[config.mk]
export PLATFORM = sky130hd
export DESIGN_NAME = axi4_stream_byte_strip_flat
export DESIGN_NICKNAME = d
export VERILOG_FILES = /design/src/rtl/axi4_stream_byte_strip_pkg.sv /design/src/rtl/axi4_stream_if.sv /design/src/rtl/axi4_stream_keep_cnt.sv /design/src/rtl/axi4_stream_byte_strip.sv /design/src/flat_wrapper.sv
export SDC_FILE = /design/constraint.sdc
export NUM_CORES = 1
export LEC_CHECK = 0
export BUFFER_PORTS_ARGS = -buffer_cell sky130_fd_sc_hd__buf_4
export CORE_ASPECT_RATIO = 1.75
export CORE_MARGIN = 1
export CORE_UTILIZATION = 59
export DETAILED_ROUTE_END_ITERATION = 16
export HOLD_SLACK_MARGIN = 0.05
export PLACE_DENSITY_LB_ADDON = 0.08
export RECOVER_POWER = 100
export SYNTH_ARGS = -nofsm -noshare
export SYNTH_HDL_FRONTEND = slang
export SYNTH_SLANG_ARGS = --single-unit
[constraint.sdc]
create_clock -name clk_i -period 5.1 [get_ports clk_i]
set_input_delay 0.51 -clock clk_i [delete_from_list [all_inputs] [get_ports clk_i]]
set_output_delay 0.51 -clock clk_i [all_outputs]
set_load 0.05 [all_outputs]
[src/rtl/axi4_stream_byte_strip_pkg.sv]
// -----------------------------------------------------------------------------
// axi4_stream_byte_strip_pkg
// Shared types and helpers for the AXI4-Stream byte strip datapath.
//   state_t    : strip FSM states (IDLE, HOLD, FLUSH)
//   keep_mask  : converts a byte count into a low-contiguous keep mask
// No ports (package).
// -----------------------------------------------------------------------------
package axi4_stream_byte_strip_pkg;

  // Widest beat the keep helper supports (512-bit tdata) and the width of
  // the byte count it accepts.
  localparam int KEEP_MAX_B = 64;
  localparam int KEEP_CNT_W = 8;

  typedef enum logic [1:0] {
    IDLE  = 2'd0,
    HOLD  = 2'd1,
    FLUSH = 2'd2
  } state_t;

  // Bits [count-1:0] set, everything above cleared. Callers keep the low
  // DATA_WIDTH_B bits of the result.
  function automatic logic [KEEP_MAX_B-1:0] keep_mask(input logic [KEEP_CNT_W-1:0] count);
    logic [KEEP_MAX_B-1:0] mask;
    mask = '0;
    for (int i = 0; i < KEEP_MAX_B; i++) begin
      mask[i] = (i < int'(count));
    end
    return mask;
  endfunction

endpackage

[src/rtl/axi4_stream_if.sv]
// -----------------------------------------------------------------------------
// axi4_stream_if
// Minimal AXI4-Stream bundle with master/slave modports.
//   tdata/tkeep/tstrb/tlast/tid/tdest/tuser/tvalid : master -> slave
//   tready                                         : slave -> master
// -----------------------------------------------------------------------------
interface axi4_stream_if #(
  parameter int DATA_WIDTH = 32,
  parameter int ID_WIDTH   = 1,
  parameter int DEST_WIDTH = 1,
  parameter int USER_WIDTH = 1
);
  localparam int KEEP_WIDTH = DATA_WIDTH / 8;

  logic [DATA_WIDTH-1:0] tdata;
  logic [KEEP_WIDTH-1:0] tkeep;
  logic [KEEP_WIDTH-1:0] tstrb;
  logic                  tlast;
  logic [ID_WIDTH-1:0]   tid;
  logic [DEST_WIDTH-1:0] tdest;
  logic [USER_WIDTH-1:0] tuser;
  logic                  tvalid;
  logic                  tready;

  modport master (
    output tdata, tkeep, tstrb, tlast, tid, tdest, tuser, tvalid,
    input  tready
  );

  modport slave (
    input  tdata, tkeep, tstrb, tlast, tid, tdest, tuser, tvalid,
    output tready
  );
endinterface

[src/rtl/axi4_stream_keep_cnt.sv]
// -----------------------------------------------------------------------------
// axi4_stream_keep_cnt
// Combinational byte counter: count = index of the leftmost set keep bit + 1
// (0 when keep is all zeros).
//   keep  : in  [KEEP_WIDTH-1:0]   tkeep of a beat
//   count : out [COUNT_WIDTH-1:0]  number of valid bytes
// -----------------------------------------------------------------------------
module axi4_stream_keep_cnt #(
  parameter int KEEP_WIDTH  = 4,
  parameter int COUNT_WIDTH = $clog2(KEEP_WIDTH) + 1
) (
  input  logic [KEEP_WIDTH-1:0]  keep,
  output logic [COUNT_WIDTH-1:0] count
);

  // Later iterations overwrite earlier ones, so the highest set bit wins.
  always_comb begin
    count = '0;
    for (int i = 0; i < KEEP_WIDTH; i++) begin
      if (keep[i]) begin
        count = COUNT_WIDTH'(i + 1);
      end
    end
  end

endmodule

[src/rtl/axi4_stream_byte_strip.sv]
// -----------------------------------------------------------------------------
// axi4_stream_byte_strip
// Removes drop_i leading bytes from the first beat of every AXI4-Stream
// packet and realigns the remainder so output keep stays low-contiguous.
// The output packet may be one beat shorter than the input packet; a packet
// with no bytes left after stripping is swallowed and flagged.
//   clk_i         : in   clock
//   rst_i         : in   synchronous active-high reset
//   drop_i        : in   bytes to discard, sampled on a packet's first beat
//   pkt_i         : slave  AXI4-Stream input
//   pkt_o         : master AXI4-Stream output
//   pkt_dropped_o : out  one-cycle pulse when a whole packet was stripped
// -----------------------------------------------------------------------------
module axi4_stream_byte_strip
  import axi4_stream_byte_strip_pkg::*;
#(
  parameter int DATA_WIDTH     = 32,
  parameter int ID_WIDTH       = 1,
  parameter int DEST_WIDTH     = 1,
  parameter int USER_WIDTH     = 1,
  parameter int DATA_WIDTH_B   = DATA_WIDTH / 8,
  parameter int DATA_WIDTH_B_W = $clog2(DATA_WIDTH_B)
) (
  input  logic                      clk_i,
  input  logic                      rst_i,
  input  logic [DATA_WIDTH_B_W-1:0] drop_i,
  axi4_stream_if.slave              pkt_i,
  axi4_stream_if.master             pkt_o,
  output logic                      pkt_dropped_o
);

  localparam int W  = DATA_WIDTH_B;
  localparam int CW = DATA_WIDTH_B_W + 1;

  state_t state, state_next;

  logic [DATA_WIDTH-1:0]     hold_data;
  logic [W-1:0]              hold_keep;
  logic [W-1:0]              hold_strb;
  logic [CW-1:0]             hold_bytes;
  logic [DATA_WIDTH_B_W-1:0] drop_lock;
  logic [ID_WIDTH-1:0]       id_lock;
  logic [DEST_WIDTH-1:0]     dest_lock;
  logic [USER_WIDTH-1:0]     user_lock;
  logic                      dropped_q;

  logic [CW-1:0] in_bytes;
  logic [CW-1:0] inv_shift;
  logic [CW-1:0] merge_bytes;
  logic [CW-1:0] flush_bytes;

  logic [DATA_WIDTH-1:0] hold_data_sh;
  logic [DATA_WIDTH-1:0] in_data_sh;
  logic [W-1:0]          hold_keep_sh;
  logic [W-1:0]          in_keep_sh;
  logic [W-1:0]          hold_strb_sh;
  logic [W-1:0]          in_strb_sh;

  logic [KEEP_MAX_B-1:0] merge_mask_full;
  logic [KEEP_MAX_B-1:0] flush_mask_full;
  logic [W-1:0]          merge_mask;
  logic [W-1:0]          flush_mask;

  logic                  in_ready;
  logic                  out_valid;
  logic                  out_last;
  logic [DATA_WIDTH-1:0] out_data;
  logic [W-1:0]          out_keep;
  logic [W-1:0]          out_strb;
  logic                  load_hold;
  logic                  first_beat;
  logic                  drop_pulse;
  logic                  merge;

  axi4_stream_keep_cnt #(
    .KEEP_WIDTH  (W),
    .COUNT_WIDTH (CW)
  ) u_keep_cnt (
    .keep  (pkt_i.tkeep),
    .count (in_bytes)
  );

  // Held beat slides down by D bytes; the incoming beat fills the top D
  // bytes. With D=0 the incoming shift is a full beat width, which yields 0.
  assign inv_shift    = CW'(W) - CW'(drop_lock);
  assign hold_data_sh = hold_data >> {drop_lock, 3'b000};
  assign in_data_sh   = pkt_i.tdata << {inv_shift, 3'b000};
  assign hold_keep_sh = hold_keep >> drop_lock;
  assign in_keep_sh   = pkt_i.tkeep << inv_shift;
  assign hold_strb_sh = hold_strb >> drop_lock;
  assign in_strb_sh   = pkt_i.tstrb << inv_shift;

  // Merge count is W-D+in_bytes, never above W because in_bytes <= D there.
  assign merge_bytes     = CW'(W) - CW'(drop_lock) + in_bytes;
  assign flush_bytes     = hold_bytes - CW'(drop_lock);
  assign merge_mask_full = keep_mask(KEEP_CNT_W'(merge_bytes));
  assign flush_mask_full = keep_mask(KEEP_CNT_W'(flush_bytes));
  assign merge_mask      = merge_mask_full[W-1:0];
  assign flush_mask      = flush_mask_full[W-1:0];

  assign merge = pkt_i.tlast && (in_bytes <= CW'(drop_lock));

  // Next-state and output decode. In HOLD and FLUSH the input ready is the
  // output ready, so the output never needs its own skid register.
  always_comb begin
    state_next = state;
    in_ready   = 1'b0;
    out_valid  = 1'b0;
    out_last   = 1'b0;
    out_data   = hold_data_sh;
    out_keep   = '0;
    out_strb   = '0;
    load_hold  = 1'b0;
    first_beat = 1'b0;
    drop_pulse = 1'b0;

    case (state)
      IDLE: begin
        in_ready = 1'b1;
        if (pkt_i.tvalid) begin
          first_beat = 1'b1;
        end
      end

      HOLD: begin
        out_valid = pkt_i.tvalid;
        in_ready  = pkt_o.tready;
        out_data  = hold_data_sh | in_data_sh;
        if (merge) begin
          out_last = 1'b1;
          out_keep = (hold_keep_sh | in_keep_sh) & merge_mask;
          out_strb = (hold_strb_sh | in_strb_sh) & merge_mask;
          if (pkt_i.tvalid && pkt_o.tready) begin
            state_next = IDLE;
          end
        end else begin
          out_keep = hold_keep_sh | in_keep_sh;
          out_strb = hold_strb_sh | in_strb_sh;
          if (pkt_i.tvalid && pkt_o.tready) begin
            load_hold  = 1'b1;
            state_next = pkt_i.tlast ? FLUSH : HOLD;
          end
        end
      end

      FLUSH: begin
        out_valid = 1'b1;
        out_last  = 1'b1;
        out_keep  = hold_keep_sh & flush_mask;
        out_strb  = hold_strb_sh & flush_mask;
        in_ready  = pkt_o.tready;
        if (pkt_o.tready) begin
          if (pkt_i.tvalid) begin
            first_beat = 1'b1;
          end else begin
            state_next = IDLE;
          end
        end
      end

      default: begin
        state_next = IDLE;
      end
    endcase

    // A first beat whose bytes all fall inside the strip region never
    // produces output; it is flagged and the FSM waits for the next packet.
    if (first_beat) begin
      load_hold = 1'b1;
      if (pkt_i.tlast && (in_bytes <= CW'(drop_i))) begin
        drop_pulse = 1'b1;
        state_next = IDLE;
      end else if (pkt_i.tlast) begin
        state_next = FLUSH;
      end else begin
        state_next = HOLD;
      end
    end
  end

  always_ff @(posedge clk_i) begin
    if (rst_i) begin
      state      <= IDLE;
      hold_data  <= '0;
      hold_keep  <= '0;
      hold_strb  <= '0;
      hold_bytes <= '0;
      drop_lock  <= '0;
      id_lock    <= '0;
      dest_lock  <= '0;
      user_lock  <= '0;
      dropped_q  <= 1'b0;
    end else begin
      state     <= state_next;
      dropped_q <= drop_pulse;
      if (load_hold) begin
        hold_data  <= pkt_i.tdata;
        hold_keep  <= pkt_i.tkeep;
        hold_strb  <= pkt_i.tstrb;
        hold_bytes <= in_bytes;
      end
      if (first_beat) begin
        drop_lock <= drop_i;
        id_lock   <= pkt_i.tid;
        dest_lock <= pkt_i.tdest;
        user_lock <= pkt_i.tuser;
      end
    end
  end

  assign pkt_i.tready  = in_ready;
  assign pkt_o.tvalid  = out_valid;
  assign pkt_o.tdata   = out_data;
  assign pkt_o.tkeep   = out_keep;
  assign pkt_o.tstrb   = out_strb;
  assign pkt_o.tlast   = out_last;
  assign pkt_o.tid     = id_lock;
  assign pkt_o.tdest   = dest_lock;
  assign pkt_o.tuser   = user_lock;
  assign pkt_dropped_o = dropped_q;

endmodule
[src/flat_wrapper.sv]
// flat-port wrapper written by rule: the top's interface ports become plain ports
module axi4_stream_byte_strip_flat import axi4_stream_byte_strip_pkg::*;
#(
  parameter int DATA_WIDTH     = 32,
  parameter int ID_WIDTH       = 1,
  parameter int DEST_WIDTH     = 1,
  parameter int USER_WIDTH     = 1,
  parameter int DATA_WIDTH_B   = DATA_WIDTH / 8,
  parameter int DATA_WIDTH_B_W = $clog2(DATA_WIDTH_B)
)
  (clk_i, rst_i, drop_i, pkt_dropped_o, pkt_i_tdata, pkt_i_tkeep, pkt_i_tstrb, pkt_i_tlast, pkt_i_tid, pkt_i_tdest, pkt_i_tuser, pkt_i_tvalid, pkt_i_tready, pkt_o_tdata, pkt_o_tkeep, pkt_o_tstrb, pkt_o_tlast, pkt_o_tid, pkt_o_tdest, pkt_o_tuser, pkt_o_tvalid, pkt_o_tready);
  axi4_stream_if #(.DATA_WIDTH(DATA_WIDTH), .ID_WIDTH(ID_WIDTH), .DEST_WIDTH(DEST_WIDTH), .USER_WIDTH(USER_WIDTH)) pkt_i_i ();
  axi4_stream_if #(.DATA_WIDTH(DATA_WIDTH), .ID_WIDTH(ID_WIDTH), .DEST_WIDTH(DEST_WIDTH), .USER_WIDTH(USER_WIDTH)) pkt_o_i ();
  input  logic clk_i;
  input  logic rst_i;
  input  logic [DATA_WIDTH_B_W-1:0] drop_i;
  output logic pkt_dropped_o;
  input wire logic [$bits(pkt_i_i.tdata)-1:0] pkt_i_tdata;
  input wire logic [$bits(pkt_i_i.tkeep)-1:0] pkt_i_tkeep;
  input wire logic [$bits(pkt_i_i.tstrb)-1:0] pkt_i_tstrb;
  input wire logic [$bits(pkt_i_i.tlast)-1:0] pkt_i_tlast;
  input wire logic [$bits(pkt_i_i.tid)-1:0] pkt_i_tid;
  input wire logic [$bits(pkt_i_i.tdest)-1:0] pkt_i_tdest;
  input wire logic [$bits(pkt_i_i.tuser)-1:0] pkt_i_tuser;
  input wire logic [$bits(pkt_i_i.tvalid)-1:0] pkt_i_tvalid;
  output wire logic [$bits(pkt_i_i.tready)-1:0] pkt_i_tready;
  output wire logic [$bits(pkt_o_i.tdata)-1:0] pkt_o_tdata;
  output wire logic [$bits(pkt_o_i.tkeep)-1:0] pkt_o_tkeep;
  output wire logic [$bits(pkt_o_i.tstrb)-1:0] pkt_o_tstrb;
  output wire logic [$bits(pkt_o_i.tlast)-1:0] pkt_o_tlast;
  output wire logic [$bits(pkt_o_i.tid)-1:0] pkt_o_tid;
  output wire logic [$bits(pkt_o_i.tdest)-1:0] pkt_o_tdest;
  output wire logic [$bits(pkt_o_i.tuser)-1:0] pkt_o_tuser;
  output wire logic [$bits(pkt_o_i.tvalid)-1:0] pkt_o_tvalid;
  input wire logic [$bits(pkt_o_i.tready)-1:0] pkt_o_tready;
  assign pkt_i_i.tdata = pkt_i_tdata;
  assign pkt_i_i.tkeep = pkt_i_tkeep;
  assign pkt_i_i.tstrb = pkt_i_tstrb;
  assign pkt_i_i.tlast = pkt_i_tlast;
  assign pkt_i_i.tid = pkt_i_tid;
  assign pkt_i_i.tdest = pkt_i_tdest;
  assign pkt_i_i.tuser = pkt_i_tuser;
  assign pkt_i_i.tvalid = pkt_i_tvalid;
  assign pkt_i_tready = pkt_i_i.tready;
  assign pkt_o_tdata = pkt_o_i.tdata;
  assign pkt_o_tkeep = pkt_o_i.tkeep;
  assign pkt_o_tstrb = pkt_o_i.tstrb;
  assign pkt_o_tlast = pkt_o_i.tlast;
  assign pkt_o_tid = pkt_o_i.tid;
  assign pkt_o_tdest = pkt_o_i.tdest;
  assign pkt_o_tuser = pkt_o_i.tuser;
  assign pkt_o_tvalid = pkt_o_i.tvalid;
  assign pkt_o_i.tready = pkt_o_tready;
  axi4_stream_byte_strip #(.DATA_WIDTH(DATA_WIDTH), .ID_WIDTH(ID_WIDTH), .DEST_WIDTH(DEST_WIDTH), .USER_WIDTH(USER_WIDTH), .DATA_WIDTH_B(DATA_WIDTH_B), .DATA_WIDTH_B_W(DATA_WIDTH_B_W)) u_core (.clk_i(clk_i), .rst_i(rst_i), .drop_i(drop_i), .pkt_i(pkt_i_i), .pkt_o(pkt_o_i), .pkt_dropped_o(pkt_dropped_o));
endmodule
; ---- Yosys cells after proc, flatten, opt, wreduce, memory -nomap -nowiden
; Index checks and enable logic that the tools add are counted.
[word_totals]
regBits = 51
inputBits = 50
word_cells = 80
[op_classes]
addsub = 3
order_cmp = 10
n_eq_ne = 6
shifts = 6
muxes = 30
n_bitwise = 8
n_reduce_logical = 7
[ops]
columns = cell, count
row1 = $mux 32, 1
row2 = $or 32x32->32, 1
row3 = $shl 32x6->32, 1
row4 = $shr 32x5->32, 1
row5 = $and 4x4->4, 4
row6 = $mux 2, 8
row7 = $pmux 4 s2, 2
row8 = $lt 1x3->1 const A, 4
row9 = $lt 2x3->1 const A, 4
row10 = $mux 1, 9
row11 = $mux 3, 3
row12 = $mux 4, 2
row13 = $or 4x4->4, 2
row14 = $pmux 1 s2, 4
row15 = $shl 4x3->4, 2
row16 = $shr 4x2->4, 2
row17 = $le 3x2->1, 2
row18 = $ne 3x2->1 const B, 2
row19 = $pmux 2 s3, 1
row20 = $reduce_and 4->1, 1
row21 = $reduce_or 2->1, 2
row22 = $add 3x3->3, 1
row23 = $logic_and 1x1->1, 3
row24 = $ne 3x1->1 const B, 1
row25 = other kinds (7), 7

; ---- Depth between registers and ports, before layout
[depth]
ltp_word = 9
ltp_mapped = 11
depth_no_buf = 11

; ---- Cells and area by module
; A second synthesis with hierarchy kept.
[hier_totals]
cells_unflattened = 506
area_unflattened_um2 = 3977.6
[by_module_without_submodules]
columns = mod, n_inst, cells_each, area_each_um2
row1 = axi4_stream_byte_strip, 1, 500, 3943.8
row2 = axi4_stream_keep_cnt, 1, 6, 33.8

; ---- Worst setup path after synthesis
; OpenSTA, ideal clock, no wires.
[synth_timing]
kind = reg-to-output
startpoint = reg u_core.drop_lock[1]
endpoint = out pkt_o_tkeep[0]
arrival_time_ns = 3.257
path_slack_ns = 1.333
stages_incl_launch_ff = 10
path_buffers = 2
path_cell_list = dfxtp_1 > inv_1 > clkbuf_1 > ha_1 > buf_2 > inv_1 > fa_1 > xnor2_1 > o31ai_1 > o31ai_1
[synth_via]
elab_chain_cells = 6
elab_cells_between_ends = 14
classes_between = add/sub: 3 / order compare: 3 / shift: 2 / mux: 2 / bitwise: 3 / reduce/logical: 1
[synth_lines]
columns = element, line_no
row1 = from (decl), axi4_stream_byte_strip.sv:41  ; logic [DATA_WIDTH_B_W-1:0] drop_lock;
row2 = from (signal assigned), axi4_stream_byte_strip.sv:203  ; drop_lock <= drop_i;
row3 = $sub 3x2->3, "axi4_stream_byte_strip.sv:85, axi4_stream_byte_strip.sv:94"
row4 = $add 3x3->3 or $shl 4x3->4 (tied branches), "axi4_stream_byte_strip.sv:94, axi4_stream_byte_strip.sv:89"
row5 = $lt 1x3->1 or $or 4x4->4 (tied branches), "axi4_stream_byte_strip_pkg.sv:27, axi4_stream_byte_strip.sv:131, axi4_stream_byte_strip.sv:137"
row6 = $and 4x4->4, axi4_stream_byte_strip.sv:131  ; out_keep = (hold_keep_sh | in_keep_sh) & merge_mask;
row7 = $mux 4, axi4_stream_byte_strip.sv:129  ; if (merge) begin
row8 = $pmux 4 s2 (*), axi4_stream_byte_strip.sv:117  ; case (state)
row9 = to (decl), flat_wrapper.sv:28  ; output wire logic [$bits(pkt_o_i.tkeep)-1:0] pkt_o_tkeep;
; Mark *: on every way between the ends. The rest lies on a longest branch, timed or not.

; ---- Worst setup path in the final report
[layout_timing]
startpoint = reg u_core.drop_lock[0]
endpoint = out pkt_o_tstrb[2]
[layout_via]
elab_chain_cells = 6
elab_cells_between_ends = 14
classes_between = add/sub: 3 / order compare: 3 / shift: 2 / mux: 2 / bitwise: 3 / reduce/logical: 1
[layout_lines]
columns = element, line_no
row1 = $sub 3x2->3, "axi4_stream_byte_strip.sv:85, axi4_stream_byte_strip.sv:94"
row2 = $add 3x3->3 or $shl 4x3->4 (tied branches), "axi4_stream_byte_strip.sv:94, axi4_stream_byte_strip.sv:91"
row3 = $lt 2x3->1 or $or 4x4->4 (tied branches), "axi4_stream_byte_strip_pkg.sv:27, axi4_stream_byte_strip.sv:132, axi4_stream_byte_strip.sv:138"
row4 = $and 4x4->4, axi4_stream_byte_strip.sv:132  ; out_strb = (hold_strb_sh | in_strb_sh) & merge_mask;
row5 = $mux 4, axi4_stream_byte_strip.sv:129
row6 = $pmux 4 s2 (*), axi4_stream_byte_strip.sv:117
row7 = to (decl), flat_wrapper.sv:29  ; output wire logic [$bits(pkt_o_i.tstrb)-1:0] pkt_o_tstrb;
; Marks and branches as above.

==> impl_metrics.tcl <==
set metrics [dict create \
    vias 3999 \
    cts_htree_levels 2 \
    antenna_found_initial 0 \
    yosysWarningCount 0 \
    clk_latency_ns 0.32 \
    p_sw_uw 485 \
    place_hpwl_mm 9.23 \
    power-per-cell-area_nw_per_um2 261 \
    pwr-share-comb_pct 39.9 \
    fin_ws_ns 0.829 \
    viasPerCell 6.20 \
    slew_headroom_pct 5.98 \
    yosysSeqAreaShare_pct 25.6 \
    max_stage_delay_ns 0.67 \
    cts_sinks 50 \
    cts_resized 0 \
    avgSynthCellArea_um2 7.98 \
    path_class "reg -> out" \
    synth.most_common_cell "nand2_1" \
    grt_pass1_wl_mm 19.2 \
    cpMaxStageDelayCell "dfxtp_4" \
    gr-total-overflow 0 \
    synth_area_leader_cell "dfxtp_1" \
    synth_ff_type "dfxtp_1" \
    fp-row-count 38 \
    ir_drop_uv 163 \
    final-hold-violation-count 0 \
    dr_wl_met2_mm 6.54 \
    rrSetupSlack_ns 0.84 \
    nFillCells 594 \
    period_share_pct 83.7 \
    layout-drive-gt1-share_pct 12.6 \
    worstPathCellList "inv_1 > ha_1 > inv_1 > fa_1 > xnor2_1 > nor2_1 > a21o_2 > o21ai_1 > o2bb2ai_1 > clkbuf_1" \
    drtPass1Iterations 5 \
    fin_crit_ns 4.27 \
    syn_inst 491 \
    seq_power_share_pct 39.5 \
    p_clk_share_pct 20.6 \
    holdPathStages 3 \
    clock_skew_ns 0.00780 \
    postCtsSetupRepairBufs 0 \
    drt_iter0_markers 324 \
    crit_top_cell "inv_1" \
    fin_tns_setup_ns 0 \
    synth_cell_types 52 \
    outcome "finished clean" \
    areaGrowthSynthToFinish_pct 13.2 \
    clock_path_buffers 2 \
    worst_slew_pin_slew_ns 1.41 \
    grt_use_total_pct 35.9 \
    diodes 0 \
    io_buffers 96 \
    pre_cts_slack_ns 1.59 \
    numCtsBuffers 5 \
    finalWirelength_mm 12.3 \
    path_depth 10 \
    startpoint_type "flop" \
    root_buffer "clkbuf_8" \
    ys_async_sr_fraction_pct 0 \
    gp_congestion 0.975 \
    critical_path_required_ns 4.59 \
    dieArea_um2 6980 \
    p_sw_share_pct 42.0 \
    crit_arrival_ns 3.76 \
    m1WireLength_mm 4.35 \
    rsz0062_at_grt "false" \
    slew_viol_final 0 \
    post_drt_wl_per_cell_um 19.0 \
    crit_family "adder cells" \
    grt_start_max_net_pins 83 \
    die_w_um 63.6 \
    crit_buf_inv 3 \
    p_int_uw 670 \
    ant_nets 0 \
    worstSetupEndpointType "output port" \
    cts.reportedPaths.clkPinSlew_ns 0.09 \
    fin_nets 627 \
    synth_top_area_share_pct 25.6 \
    fmax_mhz 234 \
    highest_layer "met4" \
    initial_core_util_pct 61.9 \
    grt_pass1_vias 3840 \
    cp_max_fo 34 \
    reg2reg_depth 8 \
    setup_viol 0 \
    hold_path_class "in -> reg" \
    leakage_nw 1.83 \
    ios 97 \
    ys_seq_elements 50 \
    die_h_um 110 \
    timing.max_cap.violations 0 \
    drc_errors 0 \
    wl_met3_um 578 \
    synth_common_cells "118 x nand2_1, 97 x mux2i_1, 50 x dfxtp_1" \
    ys_top_cells_by_area "dfxtp_1 26%, mux2i_1 25%, nand2_1 11%, ha_1 3.5%, o221ai_1 3.4%" \
    synth_edf_count 0 \
    syn-num-nets 554 \
    synthesis.area_um2 3920 \
    core_area_um2 6320 \
    ctsHoldBuffers 0 \
    tritoncts "done" \
]
-- path summary, 6_finish.rpt --
kind / endpoint / from
setup / recovery: pkt_o_tstrb[2] / u_core.drop_lock[0]$_SDFFE_PP0P_
hold / removal: u_core.pkt_o.tdest$_SDFFE_PP0P_ / pkt_i_tdest
setup reg to reg: u_core.hold_bytes[0]$_SDFFE_PP0P_ / u_core.drop_lock[0]$_SDFFE_PP0P_
hold reg to reg: u_core.pkt_o.tdest$_SDFFE_PP0P_ / u_core.pkt_o.tdest$_SDFFE_PP0P_
-- stage by stage --
| stage | hold slack, ns | util (%) | area (um2) | total power [mW] | instances |
|---|---|---|---|---|---|
| floorplan | 0.433 | - | 3920 | 0.804 | 491 |
| global placement | 0.441 | 71.8 | 4540 | 0.938 | 637 |
| detailed placement | 0.451 | 71.8 | 4540 | 0.948 | 637 |
| CTS | 0.428 | 73.2 | 4630 | 1.18 | 645 |
| global route | 0.444 | 70.1 | 4430 | 1.21 | 645 |
| finish | 0.434 | 70.1 | 4430 | 1.15 | 645 |
-- power by group through the flow --
stage | combinational (mW) | clock, mW | sequential, mW
floorplan | 0.350 | 0 | 0.454
global placement | 0.475 | 0 | 0.463
detailed placement | 0.484 | 0 | 0.464
CTS | 0.486 | 0.242 | 0.455
global route | 0.492 | 0.260 | 0.460
finish | 0.461 | 0.238 | 0.456
-- sequential cells by signal, summed over array words and instances (netlist names) --
| name | flops |
|---|---|
| u_core.pkt_o.tid | 1 |
| u_core.hold_bytes | 3 |
| u_core.drop_lock | 2 |
| u_core.pkt_o.tdest | 1 |
| u_core.state | 2 |
| u_core.hold_data | 32 |
| u_core.hold_keep | 3 |
| u_core.pkt_dropped_o | 1 |
| u_core.hold_strb | 4 |
| u_core.pkt_o.tuser | 1 |
-- layout by cell type, fill, tap and decap left out, types with 3 or more instances in the layout --
| cell | netlist | final |
|---|---|---|
| a21o_1 | 3 | 3 |
| a21oi_1 | 26 | 26 |
| a31oi_1 | 8 | 8 |
| buf_4 | 1 | 53 |
| clkbuf_1 | 10 | 47 |
| clkbuf_8 | 0 | 5 |
| dfxtp_1 | 50 | 49 |
| ha_1 | 11 | 11 |
| inv_1 | 16 | 17 |
| mux2i_1 | 97 | 97 |
| nand2_1 | 118 | 118 |
| nor2_1 | 34 | 34 |
| nor2b_1 | 5 | 5 |
| o21ai_0 | 14 | 14 |
| o21ai_1 | 10 | 10 |
| o221ai_1 | 15 | 15 |
| o22ai_1 | 6 | 6 |
| o31ai_1 | 4 | 5 |
-- worst min-delay path: stages --
cell	delay, ns
buf_4	0.11
nand2_1	0.04
a21oi_1	0.05
-- metal layers --
layer | vias to the layer above | track usage (%)
li1 | 1879 | -
met3 | 51 | 4.56
met2 | 183 | 66.0
met5 | - | 0
met1 | 1886 | 36.5
met4 | 0 | 26.6
-- cells by family (layout without fill, tap and decap cells) --
logic type,Yosys count,in the layout,share of synthesized area (%)
AOI/OAI and AO/OA,102,102,17.6
xor gates and xnor gates,2,2,0.447
adders and majority gates,13,13,4.54
buffers and inverters,52,126,7.54
DFF,50,50,25.6
muxes,101,101,26.4
and+or+nand+nor,171,171,17.9
-- cell type report --
cell class / count / area [um2] / area share [%]
inverters: 18 / 67.6 / 1.52
flip-flops and latches: 50 / 1000 / 22.7
clock inverters: 2 / 13.8 / 0.310
multi-input cells: 389 / 2600 / 58.6
well taps: 80 / 100 / 2.26
clock buffers: 6 / 72.6 / 1.64
repair buffers: 100 / 576 / 13.0
Power figures use the tool's default switching activity.
